--- src/rtl/tank_sprite_scheduler.sv ---
// Two-tank scanline sprite scheduler: per-line hit check, hblank row fetch into shadow buffers,
// swap on line_start, registered pixel lookup. Define SPRITE_FLIP_EN to add per-tank flip.
module tank_sprite_scheduler #(
    parameter int unsigned SPR_H    = 25,
    parameter int unsigned SPR_W    = 18,
    parameter int unsigned PIX_BITS = 6,
    parameter int unsigned COORD_W  = 10
) (
    input  logic                      clk,
    input  logic                      reset,
    input  logic                      line_start,
    input  logic [COORD_W-1:0]        next_y,
    input  logic [COORD_W-1:0]        tank0_x,
    input  logic [COORD_W-1:0]        tank0_y,
    input  logic [COORD_W-1:0]        tank1_x,
    input  logic [COORD_W-1:0]        tank1_y,
    input  logic [1:0]                tank_en,
`ifdef SPRITE_FLIP_EN
    input  logic [1:0]                tank_flip,
`endif
    output logic                      rom_req,
    output logic                      rom_sel,
    output logic [4:0]                rom_row,
    input  logic                      rom_ack,
    input  logic [SPR_W*PIX_BITS-1:0] rom_data,
    input  logic [COORD_W-1:0]        draw_x,
    output logic                      pix_valid,
    output logic [PIX_BITS-1:0]       pix_index,
    output logic                      pix_owner,
    output logic                      overrun
);
    localparam int unsigned RowW = SPR_W * PIX_BITS;

    typedef enum logic [2:0] {StIdle, StCheck, StFetchA, StFetchB, StDone} state_e;
    state_e state_q, state_d;

    logic [COORD_W-1:0]          ny_q, ny_d;
    logic [1:0][COORD_W-1:0]     tx_q, tx_d, ty_q, ty_d;
    logic [1:0]                  en_q, en_d;
    logic                        first_q, first_d;
    logic [1:0][RowW-1:0]        shadow_q, shadow_d, active_q, active_d;
    logic [1:0]                  shadow_v_q, shadow_v_d, active_v_q, active_v_d;
    logic                        overrun_q, overrun_d;
    logic                        pix_valid_q, pix_valid_d, pix_owner_q, pix_owner_d;
    logic [PIX_BITS-1:0]         pix_index_q, pix_index_d;
    logic [1:0]                  flip_row, flip_pix;
    logic [1:0][COORD_W-1:0]     dy, dx;
    logic [1:0]                  hit, opaque;
    logic [1:0][4:0]             row;
    logic [1:0][PIX_BITS-1:0]    pix;
    logic                        swap, abort, serve;
    int unsigned                 slot;

`ifdef SPRITE_FLIP_EN
    logic [1:0] flip_q, flip_d, act_flip_q, act_flip_d;
    assign flip_row = flip_q;
    assign flip_pix = act_flip_q;
`else
    assign flip_row = '0;
    assign flip_pix = '0;
`endif

    always_comb begin
        for (int t = 0; t < 2; t++) begin
            dy[t]  = ny_q - ty_q[t];
            hit[t] = en_q[t] && (dy[t] < COORD_W'(SPR_H));
            row[t] = flip_row[t] ? 5'(SPR_H - 1) - dy[t][4:0] : dy[t][4:0];
        end
    end

    always_ff @(posedge clk or posedge reset) begin
        if (reset) state_q <= StIdle;
        else       state_q <= state_d;
    end

    // A line_start before fetches finish restarts the check with the new line.
    always_comb begin
        state_d = state_q;
        unique case (state_q)
            StIdle, StDone: if (line_start) state_d = StCheck;
            StCheck: begin
                if (line_start)         state_d = StCheck;
                else if (hit[first_q])  state_d = StFetchA;
                else if (hit[~first_q]) state_d = StFetchB;
                else                    state_d = StDone;
            end
            StFetchA: begin
                if (line_start)   state_d = StCheck;
                else if (rom_ack) state_d = hit[~first_q] ? StFetchB : StDone;
            end
            StFetchB: begin
                if (line_start)   state_d = StCheck;
                else if (rom_ack) state_d = StDone;
            end
            default: state_d = StIdle;
        endcase
    end

    always_comb begin
        rom_req = 1'b0;
        serve   = first_q;
        unique case (state_q)
            StFetchA: begin rom_req = 1'b1; serve = first_q;  end
            StFetchB: begin rom_req = 1'b1; serve = ~first_q; end
            default: ;
        endcase
        rom_sel = rom_req & serve;
        rom_row = rom_req ? row[serve] : '0;
    end

    always_comb begin
        ny_d       = ny_q;
        tx_d       = tx_q;
        ty_d       = ty_q;
        en_d       = en_q;
        first_d    = first_q;
        shadow_d   = shadow_q;
        shadow_v_d = shadow_v_q;
        active_d   = active_q;
        active_v_d = active_v_q;
        overrun_d  = overrun_q;
`ifdef SPRITE_FLIP_EN
        flip_d     = flip_q;
        act_flip_d = act_flip_q;
`endif
        swap  = line_start && (state_q == StIdle || state_q == StDone);
        abort = line_start && !swap;
        if (line_start) begin
            ny_d = next_y;
            tx_d = {tank1_x, tank0_x};
            ty_d = {tank1_y, tank0_y};
            en_d = tank_en;
`ifdef SPRITE_FLIP_EN
            flip_d = tank_flip;
`endif
        end
        if (swap) begin
            first_d    = ~first_q;
            active_d   = shadow_q;
            active_v_d = shadow_v_q;
`ifdef SPRITE_FLIP_EN
            act_flip_d = flip_q;
`endif
        end
        if (abort) begin
            active_v_d = '0;
            overrun_d  = 1'b1;
        end
        if (state_q == StCheck) shadow_v_d = '0;
        if (rom_req && rom_ack && !line_start) begin
            shadow_d[serve]   = rom_data;
            shadow_v_d[serve] = 1'b1;
        end
    end

    // Pixel 0 sits in the row MSBs; tank 0 wins on overlap.
    always_comb begin
        slot = 0;
        for (int t = 0; t < 2; t++) begin
            dx[t]     = draw_x - tx_q[t];
            pix[t]    = '0;
            opaque[t] = 1'b0;
            if (active_v_q[t] && (dx[t] < COORD_W'(SPR_W))) begin
                slot      = flip_pix[t] ? 32'(dx[t]) : SPR_W - 1 - 32'(dx[t]);
                pix[t]    = active_q[t][slot*PIX_BITS +: PIX_BITS];
                opaque[t] = (pix[t] != '0);
            end
        end
        pix_valid_d = |opaque;
        pix_owner_d = ~opaque[0] & opaque[1];
        pix_index_d = opaque[0] ? pix[0] : (opaque[1] ? pix[1] : '0);
    end

    always_ff @(posedge clk or posedge reset) begin
        if (reset) begin
            ny_q        <= '0;
            tx_q        <= '0;
            ty_q        <= '0;
            en_q        <= '0;
            first_q     <= 1'b0;
            shadow_q    <= '0;
            shadow_v_q  <= '0;
            active_q    <= '0;
            active_v_q  <= '0;
            overrun_q   <= 1'b0;
            pix_valid_q <= 1'b0;
            pix_index_q <= '0;
            pix_owner_q <= 1'b0;
`ifdef SPRITE_FLIP_EN
            flip_q      <= '0;
            act_flip_q  <= '0;
`endif
        end else begin
            ny_q        <= ny_d;
            tx_q        <= tx_d;
            ty_q        <= ty_d;
            en_q        <= en_d;
            first_q     <= first_d;
            shadow_q    <= shadow_d;
            shadow_v_q  <= shadow_v_d;
            active_q    <= active_d;
            active_v_q  <= active_v_d;
            overrun_q   <= overrun_d;
            pix_valid_q <= pix_valid_d;
            pix_index_q <= pix_index_d;
            pix_owner_q <= pix_owner_d;
`ifdef SPRITE_FLIP_EN
            flip_q      <= flip_d;
            act_flip_q  <= act_flip_d;
`endif
        end
    end

    assign pix_valid = pix_valid_q;
    assign pix_index = pix_index_q;
    assign pix_owner = pix_owner_q;
    assign overrun   = overrun_q;

endmodule

--- config.mk ---
export PLATFORM = sky130hd
export DESIGN_NAME = tank_sprite_scheduler
export DESIGN_NICKNAME = d
export VERILOG_FILES = /design/src/rtl/tank_sprite_scheduler.sv
export SDC_FILE = /design/constraint.sdc
export NUM_CORES = 1
export LEC_CHECK = 0
export CORE_MARGIN = 5
export CORE_UTILIZATION = 40
export CTS_BUF_LIST = sky130_fd_sc_hd__clkbuf_4 sky130_fd_sc_hd__clkbuf_8 sky130_fd_sc_hd__clkbuf_16
export DETAILED_ROUTE_END_ITERATION = 6
export SETUP_SLACK_MARGIN = 0.5
export SLEW_MARGIN = 20
export SYNTH_ARGS = -nofsm -noshare
export SYNTH_HDL_FRONTEND = slang
export SYNTH_SLANG_ARGS = --single-unit
--- constraint.sdc ---
create_clock -name clk -period 51 [get_ports clk]
set_input_delay 7.65 -clock clk [delete_from_list [all_inputs] [get_ports clk]]
set_output_delay 7.65 -clock clk [all_outputs]
set_load 0.01 [all_outputs]
==> flow_summary_export.csv, run 1 <==
group,metric,value,unit
cts,cts_resized,0,
pwr,clockPowerShare,0.259,
synthesis,synthArstFlopShare,1.00,
timing,setup_slack,36770,ps
worst_setup_path,cp-start-kind,"input pin",
layout,antenna-diode-count,0,
cts,cts_made_buffers,55,
drt,drt_first_pass_iters,5,
cts,cts_tree,"yes",
pwr,peakVddDrop,30.9,µV
layout,fin_cells,3206,
drt,via_count,19244,
placed_design,gp_congestion,0.938,
cts,cts_sinks,501,
synthesis,yosysWarnings,0,
synthesis,syn-instance-count,2163,
pwr,seq_power_share,0.325,
floorplan,num_rows,95,
global_route,grt_usage,0.227,
timing,slew_viol_final,0,
drt,ant_nets,0,
worst_setup_path,crit_end,"pix_owner$_DFF_PP0_",
synthesis,synth_cell_types,100,
floorplan,io_pins,190,
placed_design,port-buffer-count,189,
timing,period_share,0.279,
worst_setup_path,reg2reg_to,"pix_owner$_DFF_PP0_",
floorplan,die_w,271,µm
timing,finalSetupTns,0,ps
layout,finalNetCount,2523,
synthesis,ys_seq_elements,501,
pwr,switching_share,0.389,
placed_design,dp_cells,3111,
floorplan,start_util,0.405,
global_route,grt_pass1_wl,129,mm
global_route,antenna_found_initial,5,
layout,final_util,0.472,
cts,path_clk_slew,70,ps
timing,finClkSkew,12.4,ps
worst_setup_path,setup.worst_path.end_class,"flip-flop",
synthesis,synth_edf_count,0,
drt,first_iter_violations,1665,
cts,htreeDepth,2,
cts,cts-hold-fix-buffers,0,
layout,area_delta_synth_final,16.7,%
floorplan,core,67500,µm²
drt,wl_per_cell,26.6,µm
layout,seq_area,12500,µm²
pwr,power_density,49.7,nW/µm²
timing,hold_viol,0,
global_route,first_global_vias,19411,
synthesis,synth_flop_cell,"dfrtp_1",
synthesis,syn_nets,2391,
timing,setup_viol,0,
cts,cts_setup_buffers,0,
layout,nFillCells,6017,
layout,drive_gt1_frac,0.318,
drt,vias_per_cell,6.00,
timing,final_period_minus_worst_setup_slack,14230,ps
pwr,internal-power,0.000968,W
cts,clkLatencyLatePin,600,ps
layout,final_common_cell,"dfrtp_1",
synthesis,syn-cell-area,27300,µm²
layout,mostFrequentLayoutCells,"dfrtp_1, mux2_2, clkdlybuf4s50_1",
drt,detail_route.drc_violations,0,
placed_design,dp_hpwl,63.5,mm
timing,max_slew.worst_pin.slew,1250,ps
timing,fmax,0.0703,GHz
status,status,"finished, final reports clean",
timing,rsz0062_at_grt,"false",
cts,clockBufferDepth,3,
global_route,overflow,0,
global_route,grt_max_degree,162,
worst_setup_path,reg2reg_depth,18,
worst_setup_path,worstPathRequired,51530,ps
job,max_cap_viol_count,0,
pwr,p_leak,14.0,nW
layout,multi_input_area,14000,µm²
floorplan,die_area,73700,µm²
floorplan,die_h,271,µm
min_path,min_path_type,"flip-flop to flip-flop",
cts,cts_root_buf,"clkbuf_16",
worst_setup_path,r2r-start,"tx_q[10]$_DFFE_PP0P_",
worst_setup_path,r2r_setup_slack,43950,ps
worst_setup_path,path_max_fanout,21,
pwr,switching_power,0.000617,W
synthesis,synth_area_per_cell,12.6,µm²
worst_setup_path,cp-startpoint,"draw_x[0]",
timing,max_slew_margin,0.159,
synthesis,seq_area_frac_synth,0.459,
drt,finalWirelength,85.4,mm
pwr,comb_power_share,0.416,
worst_setup_path,cp_data_arrival_time,14760,ps
placed_design,place_ws,36280,ps
worst_setup_path,worst-setup-path-type,"input pin to flip-flop",
[worst min path at each step]
stage,startpoint,slack [ps],cells after the start,endpoint
after floorplan,shadow_q[109]$_DFFE_PP0P_,450,2,active_q[109]$_DFFE_PP0P_
after global placement,shadow_v_q[1]$_DFF_PP0_,460,1,shadow_v_q[1]$_DFF_PP0_
after detailed placement,shadow_v_q[1]$_DFF_PP0_,470,1,shadow_v_q[1]$_DFF_PP0_
after CTS,shadow_v_q[1]$_DFF_PP0_,480,1,shadow_v_q[1]$_DFF_PP0_
after global routing,shadow_v_q[1]$_DFF_PP0_,480,1,shadow_v_q[1]$_DFF_PP0_
final,shadow_v_q[1]$_DFF_PP0_,480,1,shadow_v_q[1]$_DFF_PP0_
[worst max-delay path: stages]
cell	delay, ps
clkdlybuf4s50_1	460
inv_1	200
ha_4	170
inv_1	50
fa_1	420
xor2_2	610
inv_2	380
ha_1	340
and4_1	190
nor3_1	250
ha_1	540
xnor2_1	260
and3_1	260
o21ai_0	960
a211oi_1	120
a2111oi_1	910
a311oi_1	210
o32ai_1	490
o31ai_2	140
nor2b_1	150
[synthesized netlist by cell type, types with 6 or more instances]
master / number / area, µm²
a2111oi_0: 14 / 123
a211o_1: 6 / 52.6
a211oi_1: 31 / 233
a21o_1: 12 / 90.1
a21oi_1: 51 / 255
a221oi_1: 10 / 87.6
a311oi_1: 8 / 70.1
a31oi_1: 13 / 81.3
and3_1: 12 / 75.1
buf_1: 8 / 30.0
buf_2: 30 / 150
buf_4: 6 / 45.0
clkbuf_1: 90 / 338
dfrtp_1: 501 / 12500
ha_1: 50 / 626
inv_1: 70 / 263
mux2_2: 470 / 5290
mux2i_1: 84 / 841
mux4_2: 106 / 2390
nand2_1: 113 / 424
nand2b_1: 15 / 93.8
nand3_1: 32 / 160
nand3b_1: 6 / 45.0
nor2_1: 56 / 210
nor2b_1: 24 / 150
nor3_1: 17 / 85.1
nor3b_1: 10 / 75.1
nor4_1: 8 / 50.1
o211ai_1: 10 / 75.1
o21a_1: 8 / 60.1
o21ai_0: 73 / 365
o21bai_1: 6 / 45.0
o22ai_1: 20 / 125
o31ai_1: 12 / 90.1
o32ai_1: 6 / 52.6
or3_1: 10 / 62.6
xnor2_1: 25 / 219
xor2_1: 12 / 105
[through the flow]
step | total power, W | area, µm² | hold WS (ps)
final | 0.00158 | 31900 | 477
after global placement | 0.00116 | 30000 | 460
after CTS | 0.00159 | 31900 | 479
after detailed placement | 0.00117 | 30000 | 467
after global routing | 0.00166 | 31900 | 485
after floorplan | 0.000958 | 27300 | 446
[layer usage]
layer,vias up,wire length (µm),GRT usage
met5,-,34,0
met4,6,2160,0.0559
met3,116,5100,0.0384
met2,660,38900,0.357
met1,10048,39200,0.331
li1,8414,-,-
[cell families (layout without fill, tap and decap cells)]
group           count (synthesis)  count (layout)  share of synthesized area
buf+inv                       211             381                     0.0325
mux                           662             662                      0.313
xor+xnor                       41              41                     0.0147
flops                         501             501                      0.459
fa+ha+maj                      54              54                     0.0258
simple gates                  337             337                     0.0618
compound gates                357             357                     0.0936
[area by class of cell]
cell class | instances | share of cell area
clock inverters | 22 | 0.00895
repair buffers | 214 | 0.0661
multi-input cells | 1451 | 0.439
clock buffers | 73 | 0.0503
inverters | 72 | 0.00871
flip-flops and latches | 501 | 0.393
well taps | 873 | 0.0343
[power by group through the flow]
stage	combinational [W]	clock (W)	sequential, W
5_1_grt	0.000701	0.000438	0.000522
2_1_floorplan	0.000471	0	0.000487
3_3_place_gp	0.000638	0	0.000519
4_1_cts	0.000651	0.000421	0.000515
3_5_place_dp	0.000647	0	0.000522
6_report	0.000659	0.000410	0.000516
[state kept, by name, summed over array words and instances (netlist names)]
signal,flops
active_q,216
shadow_q,216
tx_q,20
ty_q,20
ny_q,10
pix_index,6
state_q,3
active_v_q,2
en_q,2
shadow_v_q,2
first_q,1
overrun,1
pix_owner,1
pix_valid,1
Note: power is estimated with default switching activity, not from simulation.
==> run 2, diff against run 1 <==
==> constraint.sdc (replaced) <==
create_clock -name clk -period 14.85 [get_ports clk]
set_input_delay 2.2275 -clock clk [delete_from_list [all_inputs] [get_ports clk]]
set_output_delay 2.2275 -clock clk [all_outputs]
set_load 0.01 [all_outputs]
==> run 2 against run 1 <==
  * Combinational power grew to 3.4 times the previous value
  * Worst hold slack better by 14 ps
  * Clock power rose to 3.4 times the previous value
  * Count of clock-buffer cells in the layout up 6
  * Core utilization is 0.057 points higher
  * Die area unchanged
  * First-iteration DRC count increased by 0.30%
==> flow_summary_export.csv, run 2 (same netlist as run 1, synthesis figures left out) <==
group,metric,value,unit
worst_setup_path,slowest_stage,"o21ai_0",
timing,hold_viol,0,
pwr,power_density,171,nW/µm²
timing,finalSetupTns,0,ps
drt,top_layer,"met5",
timing,fmax,0.112,GHz
global_route,grt_max_degree,182,
floorplan,die_area,73700,µm²
drt,ant_nets,0,
worst_setup_path,cp_data_arrival_time,9440,ps
floorplan,core,67500,µm²
status,status,"finished, final reports clean",
cts,cts_tree,"yes",
placed_design,port-buffer-count,189,
worst_setup_path,r2r_setup_slack,7670,ps
min_path,min_path_type,"flip-flop to flip-flop",
cts,cts_setup_buffers,0,
worst_setup_path,reg2reg_depth,18,
layout,fin_cells,3209,
drt,via_count,19226,
worst_setup_path,crit_chain,"clkdlybuf4s50_1 -> inv_1 -> ha_4 -> inv_1 -> fa_1 -> xor2_2 -> inv_2 -> ha_1 -> and4_1 -> nor3_1 -> ha_1 -> xnor2_1 -> and3_1 -> o21ai_0 -> o22ai_1 -> a2111oi_0 -> a311oi_1 -> o32ai_1 -> o31ai_2 -> nor2b_1",
floorplan,start_util,0.405,
global_route,grt_pass1_wl,129,mm
pwr,p_leak,14.0,nW
timing,rsz0062_at_grt,"false",
layout,final_common_cell,"dfrtp_1",
global_route,first_global_vias,19731,
timing,slew_viol_final,0,
layout,finalNetCount,2523,
cts,clockBufferDepth,3,
worst_setup_path,setup.worst_path.end_class,"flip-flop",
timing,max_slew_margin,0.184,
drt,detail_route.drc_violations,0,
job,max_cap_viol_count,0,
cts,cts_made_buffers,54,
placed_design,dp_cells,3111,
floorplan,num_rows,95,
worst_setup_path,crit_end,"pix_owner$_DFF_PP0_",
global_route,overflow,0,
floorplan,die_w,271,µm
layout,nFillCells,6022,
drt,wl_per_cell,26.6,µm
cts,clkLatencyLatePin,610,ps
drt,finalWirelength,85.5,mm
placed_design,place_ws,5670,ps
drt,dr_wl_met2,38.3,mm
worst_setup_path,cp-start-kind,"input pin",
drt,first_iter_violations,1670,
cts,path_clk_slew,60,ps
timing,finClkSkew,19.7,ps
drt,wl_met1,40.0,mm
cts,cts_sinks,501,
worst_setup_path,cp-startpoint,"draw_x[0]",
timing,period_share,0.600,
layout,reg_top3,"active_q (216), shadow_q (216)",
drt,wl_met3,4.87,mm
global_route,antenna_found_initial,4,
placed_design,dp_hpwl,63.1,mm
global_route,grt_usage,0.228,
layout,drive_gt1_frac,0.318,
layout,area_delta_synth_final,16.8,%
drt,drt_first_pass_iters,5,
floorplan,io_pins,190,
cts,cts-hold-fix-buffers,0,
timing,setup_viol,0,
timing,max_slew.worst_pin.slew,1210,ps
worst_setup_path,slowest_delay,930,ps
timing,finalHoldWorstSlack,491,ps
cts,htreeDepth,2,
worst_setup_path,worstPathRequired,15370,ps
cts,cts_resized,0,
worst_setup_path,path_max_fanout,21,
worst_setup_path,r2r-start,"tx_q[10]$_DFFE_PP0P_",
worst_setup_path,worst-setup-path-type,"input pin to flip-flop",
floorplan,die_h,271,µm
pwr,peakVddDrop,98.4,µV
timing,setup_slack,5940,ps
placed_design,gp_congestion,0.920,
layout,mostFrequentLayoutCells,"dfrtp_1, mux2_2, clkdlybuf4s50_1",
pwr,power,0.00545,W
timing,final_period_minus_worst_setup_slack,8910,ps
drt,vias_per_cell,5.99,
cts,cts_root_buf,"clkbuf_16",
worst_setup_path,reg2reg_to,"pix_owner$_DFF_PP0_",
==> run 2: layer usage <==
| layer | up-vias | GRT usage |
|---|---|---|
| met3 | 127 | 0.0356 |
| li1 | 8420 | - |
| met4 | 4 | 0.0610 |
| met5 | - | 0 |
| met2 | 689 | 0.353 |
| met1 | 9986 | 0.335 |
==> run 2: final cells by class <==
cell class | instances | area [µm²] | share of cell area
antenna | 2 | 5.00 | 0.000157
sequential | 501 | 12500 | 0.393
clock inverter | 16 | 262 | 0.00819
timing repair buffer | 215 | 2150 | 0.0674
multi-input combinational | 1451 | 14000 | 0.438
tap | 873 | 1090 | 0.0342
inverter | 72 | 274 | 0.00858
clock buffer | 79 | 1610 | 0.0506
==> run 2: critical path: cells and delay by family <==
kind	cells	cell delay (ps)
compound gates	6	2910
fa+ha+maj	4	1490
buf+inv	4	1070
xor+xnor	2	870
simple gates	4	850
==> run 2: worst min path at each step <==
stage                                    from                         to  slack [ps]  depth (start not counted)
finish                shadow_v_q[1]$_DFF_PP0_    shadow_v_q[1]$_DFF_PP0_         490                          1
global route        shadow_q[195]$_DFFE_PP0P_  shadow_q[195]$_DFFE_PP0P_         510                          1
CTS                   shadow_v_q[1]$_DFF_PP0_    shadow_v_q[1]$_DFF_PP0_         490                          1
detailed placement    shadow_v_q[1]$_DFF_PP0_    shadow_v_q[1]$_DFF_PP0_         480                          1
global placement      shadow_v_q[1]$_DFF_PP0_    shadow_v_q[1]$_DFF_PP0_         460                          1
floorplan           shadow_q[109]$_DFFE_PP0P_  active_q[109]$_DFFE_PP0P_         450                          2
==> run 2: power by group <==
group / switching (W) / total [W] / internal (W)
combinational: 0.00133 / 0.00226 / 0.000932
clock: 0.000553 / 0.00141 / 0.000855
sequential: 0.000223 / 0.00178 / 0.00155
==> run 2: metrics by stage <==
stage | area, µm² | util
after floorplan | 27300 | -
after global placement | 30000 | 0.445
after detailed placement | 30000 | 0.445
after CTS | 31900 | 0.472
after global routing | 31900 | 0.473
final | 31900 | 0.473
==> run 3, diff against run 2 <==
==> constraint.sdc (replaced) <==
create_clock -name clk -period 7.6 [get_ports clk]
set_input_delay 1.14 -clock clk [delete_from_list [all_inputs] [get_ports clk]]
set_output_delay 1.14 -clock clk [all_outputs]
set_load 0.01 [all_outputs]
==> run 3 against run 2 <==
  * Cell area up 0.88%
  * Sequential power up 94%
  * Global-route usage about the same
  * Worst setup slack worse by 5100 ps
  * Critical endpoint is now pix_index[1]$_DFF_PP0_
  * Largest power group unchanged
==> flow_summary_export.csv, run 3 (same netlist as run 1, synthesis figures left out) <==
group,metric,value,unit
pwr,internal-power,0.00671,W
cts,cts_resized,0,
pwr,peakVddDrop,178,µV
timing,setup_viol,0,
global_route,met3_usage,0.0345,
drt,finalWirelength,85.5,mm
global_route,grtUsageMet2,0.361,
pwr,clockPowerShare,0.259,
placed_design,dp_hpwl,63.7,mm
worst_setup_path,cp_data_arrival_time,7320,ps
cts,cts_tree,"yes",
timing,rsz0062_at_grt,"false",
global_route,gr-usage-met1,0.331,
placed_design,port-buffer-count,189,
min_path,min_path_type,"flip-flop to flip-flop",
worst_setup_path,crit_chain,"clkdlybuf4s50_1 -> inv_1 -> ha_4 -> fa_1 -> inv_1 -> or3_1 -> mux2i_2 -> xnor2_1 -> ha_1 -> nor4b_1 -> a2111oi_2 -> o211ai_4 -> a31o_2 -> a211oi_1 -> a31oi_1 -> o41ai_1 -> mux2i_1 -> o41a_1 -> o2bb2ai_1",
floorplan,die_w,271,µm
drt,detail_route.drc_violations,0,
layout,multi_input_area,14000,µm²
global_route,gr-max-usage-layer,"met2",
status,status,"finished, final reports clean",
global_route,grt_max_degree,160,
pwr,switching_power,0.00426,W
worst_setup_path,path_max_fanout,24,
floorplan,die_h,271,µm
floorplan,die_area,73700,µm²
cts,cts_setup_buffers,0,
worst_setup_path,crit_buf_inv,3,
floorplan,core,67500,µm²
pwr,switching_share,0.388,
drt,drt_first_pass_iters,5,
pwr,seq_power_share,0.315,
cts,clkLatencyLatePin,610,ps
timing,final_period_minus_worst_setup_slack,6800,ps
worst_setup_path,reg2reg_depth,17,
worst_setup_path,crit_top_cell,"inv_1",
layout,final_common_cell,"dfrtp_1",
timing,fmax,0.147,GHz
worst_setup_path,worst-setup-path-type,"input pin to flip-flop",
worst_setup_path,slowest_stage,"fa_1",
global_route,grt_usage,0.227,
global_route,overflow,0,
drt,vias_per_cell,5.93,
worst_setup_path,setup.worst_path.end_class,"flip-flop",
cts,cts_root_buf,"clkbuf_16",
timing,setup_slack,802,ps
pwr,power_density,341,nW/µm²
cts,cts_made_buffers,54,
worst_setup_path,worstPathRequired,8120,ps
job,max_cap_viol_count,0,
layout,mostFrequentLayoutCells,"dfrtp_1, mux2_2, clkdlybuf4s50_1",
placed_design,place_ws,328,ps
layout,fin_area,32200,µm²
cts,cts-hold-fix-buffers,0,
global_route,grt_pass1_wl,129,mm
timing,max_slew.worst_pin.slew,1030,ps
global_route,antenna_found_initial,2,
floorplan,start_util,0.405,
pwr,comb_power_share,0.427,
timing,slew_viol_final,0,
timing,finClkSkew,17.5,ps
layout,nFillCells,5972,
drt,ant_nets,0,
layout,area_delta_synth_final,17.9,%
drt,first_iter_violations,1500,
drt,via_count,19223,
placed_design,place_area,30200,µm²
layout,drive_gt1_frac,0.327,
drt,wl_per_cell,26.4,µm
timing,finalHoldWorstSlack,483,ps
worst_setup_path,slowest_delay,700,ps
pwr,p_leak,14.2,nW
layout,seq_area,12500,µm²
cts,cts_sinks,501,
timing,max_slew_margin,0.314,
global_route,first_global_vias,19748,
floorplan,io_pins,190,
worst_setup_path,cp.depth,19,
cts,path_clk_slew,60,ps
layout,finalNetCount,2548,
min_path,hold_path_depth,1,
placed_design,gp_congestion,1.02,
floorplan,num_rows,95,
timing,period_share,0.894,
cts,clockBufferDepth,3,
worst_setup_path,critPathTopFamily,"compound AO/OA/AOI/OAI gates",
worst_setup_path,cp-start-kind,"input pin",
cts,htreeDepth,2,
timing,hold_viol,0,
layout,reg_top3,"active_q (216), shadow_q (216)",
run 3: cell count changes in the layout (fill, tap and decap cells not counted), moves of 2 or more:
cell | before | now
buf_4 | 21 | 43
buf_12 | 4 | 7
clkinv_2 | 7 | 9
clkinv_4 | 0 | 2
run 3: routing by layer:
metal | share of wire | routed length [µm]
met2 | 0.45 | 38900
met3 | 0.054 | 4640
met5 | 0.00030 | 26
met1 | 0.47 | 39800
met4 | 0.025 | 2130
run 3: through the flow:
stage | utilization | setup TNS, ps | std cells | power, W
2_1_floorplan | - | -169570 | 2163 | 0.00643
3_3_place_gp | 0.448 | 0 | 3136 | 0.00800
3_5_place_dp | 0.448 | 0 | 3136 | 0.00806
4_1_cts | 0.477 | 0 | 3237 | 0.0109
5_1_grt | 0.477 | 0 | 3238 | 0.0114
6_report | 0.477 | 0 | 3239 | 0.0110
run 3: area by class of cell:
cell class	count	area share
Clock buffer	79	0.0505
Timing Repair Buffer	240	0.0738
Antenna cell	1	0.0000777
Multi-Input combinational cell	1451	0.434
Tap cell	873	0.0339
Inverter	72	0.00851
Sequential cell	501	0.389
Clock inverter	22	0.00983
run 3: power by group through the flow:
stage                     Combinational (W)  Sequential, W  Clock (W)
after floorplan                     0.00316        0.00327          0
after global placement              0.00453        0.00348          0
after detailed placement            0.00456        0.00350          0
after CTS                           0.00459        0.00345    0.00289
after global routing                0.00495        0.00349    0.00299
final                               0.00468        0.00345    0.00284
run 3: final timing paths:
path | start | endpoint | slack (ps)
worst max register to register | tx_q[0]$_DFFE_PP0P_ | pix_index[1]$_DFF_PP0_ | 1580
worst min-delay path | shadow_v_q[1]$_DFF_PP0_ | shadow_v_q[1]$_DFF_PP0_ | 480
worst min register to register | shadow_v_q[1]$_DFF_PP0_ | shadow_v_q[1]$_DFF_PP0_ | 480
max in group asynchronous | reset | shadow_q[71]$_DFFE_PP0P_ | 4920
worst max-delay path | draw_x[0] | pix_index[1]$_DFF_PP0_ | 800
min in group asynchronous | reset | shadow_q[124]$_DFFE_PP0P_ | 1030
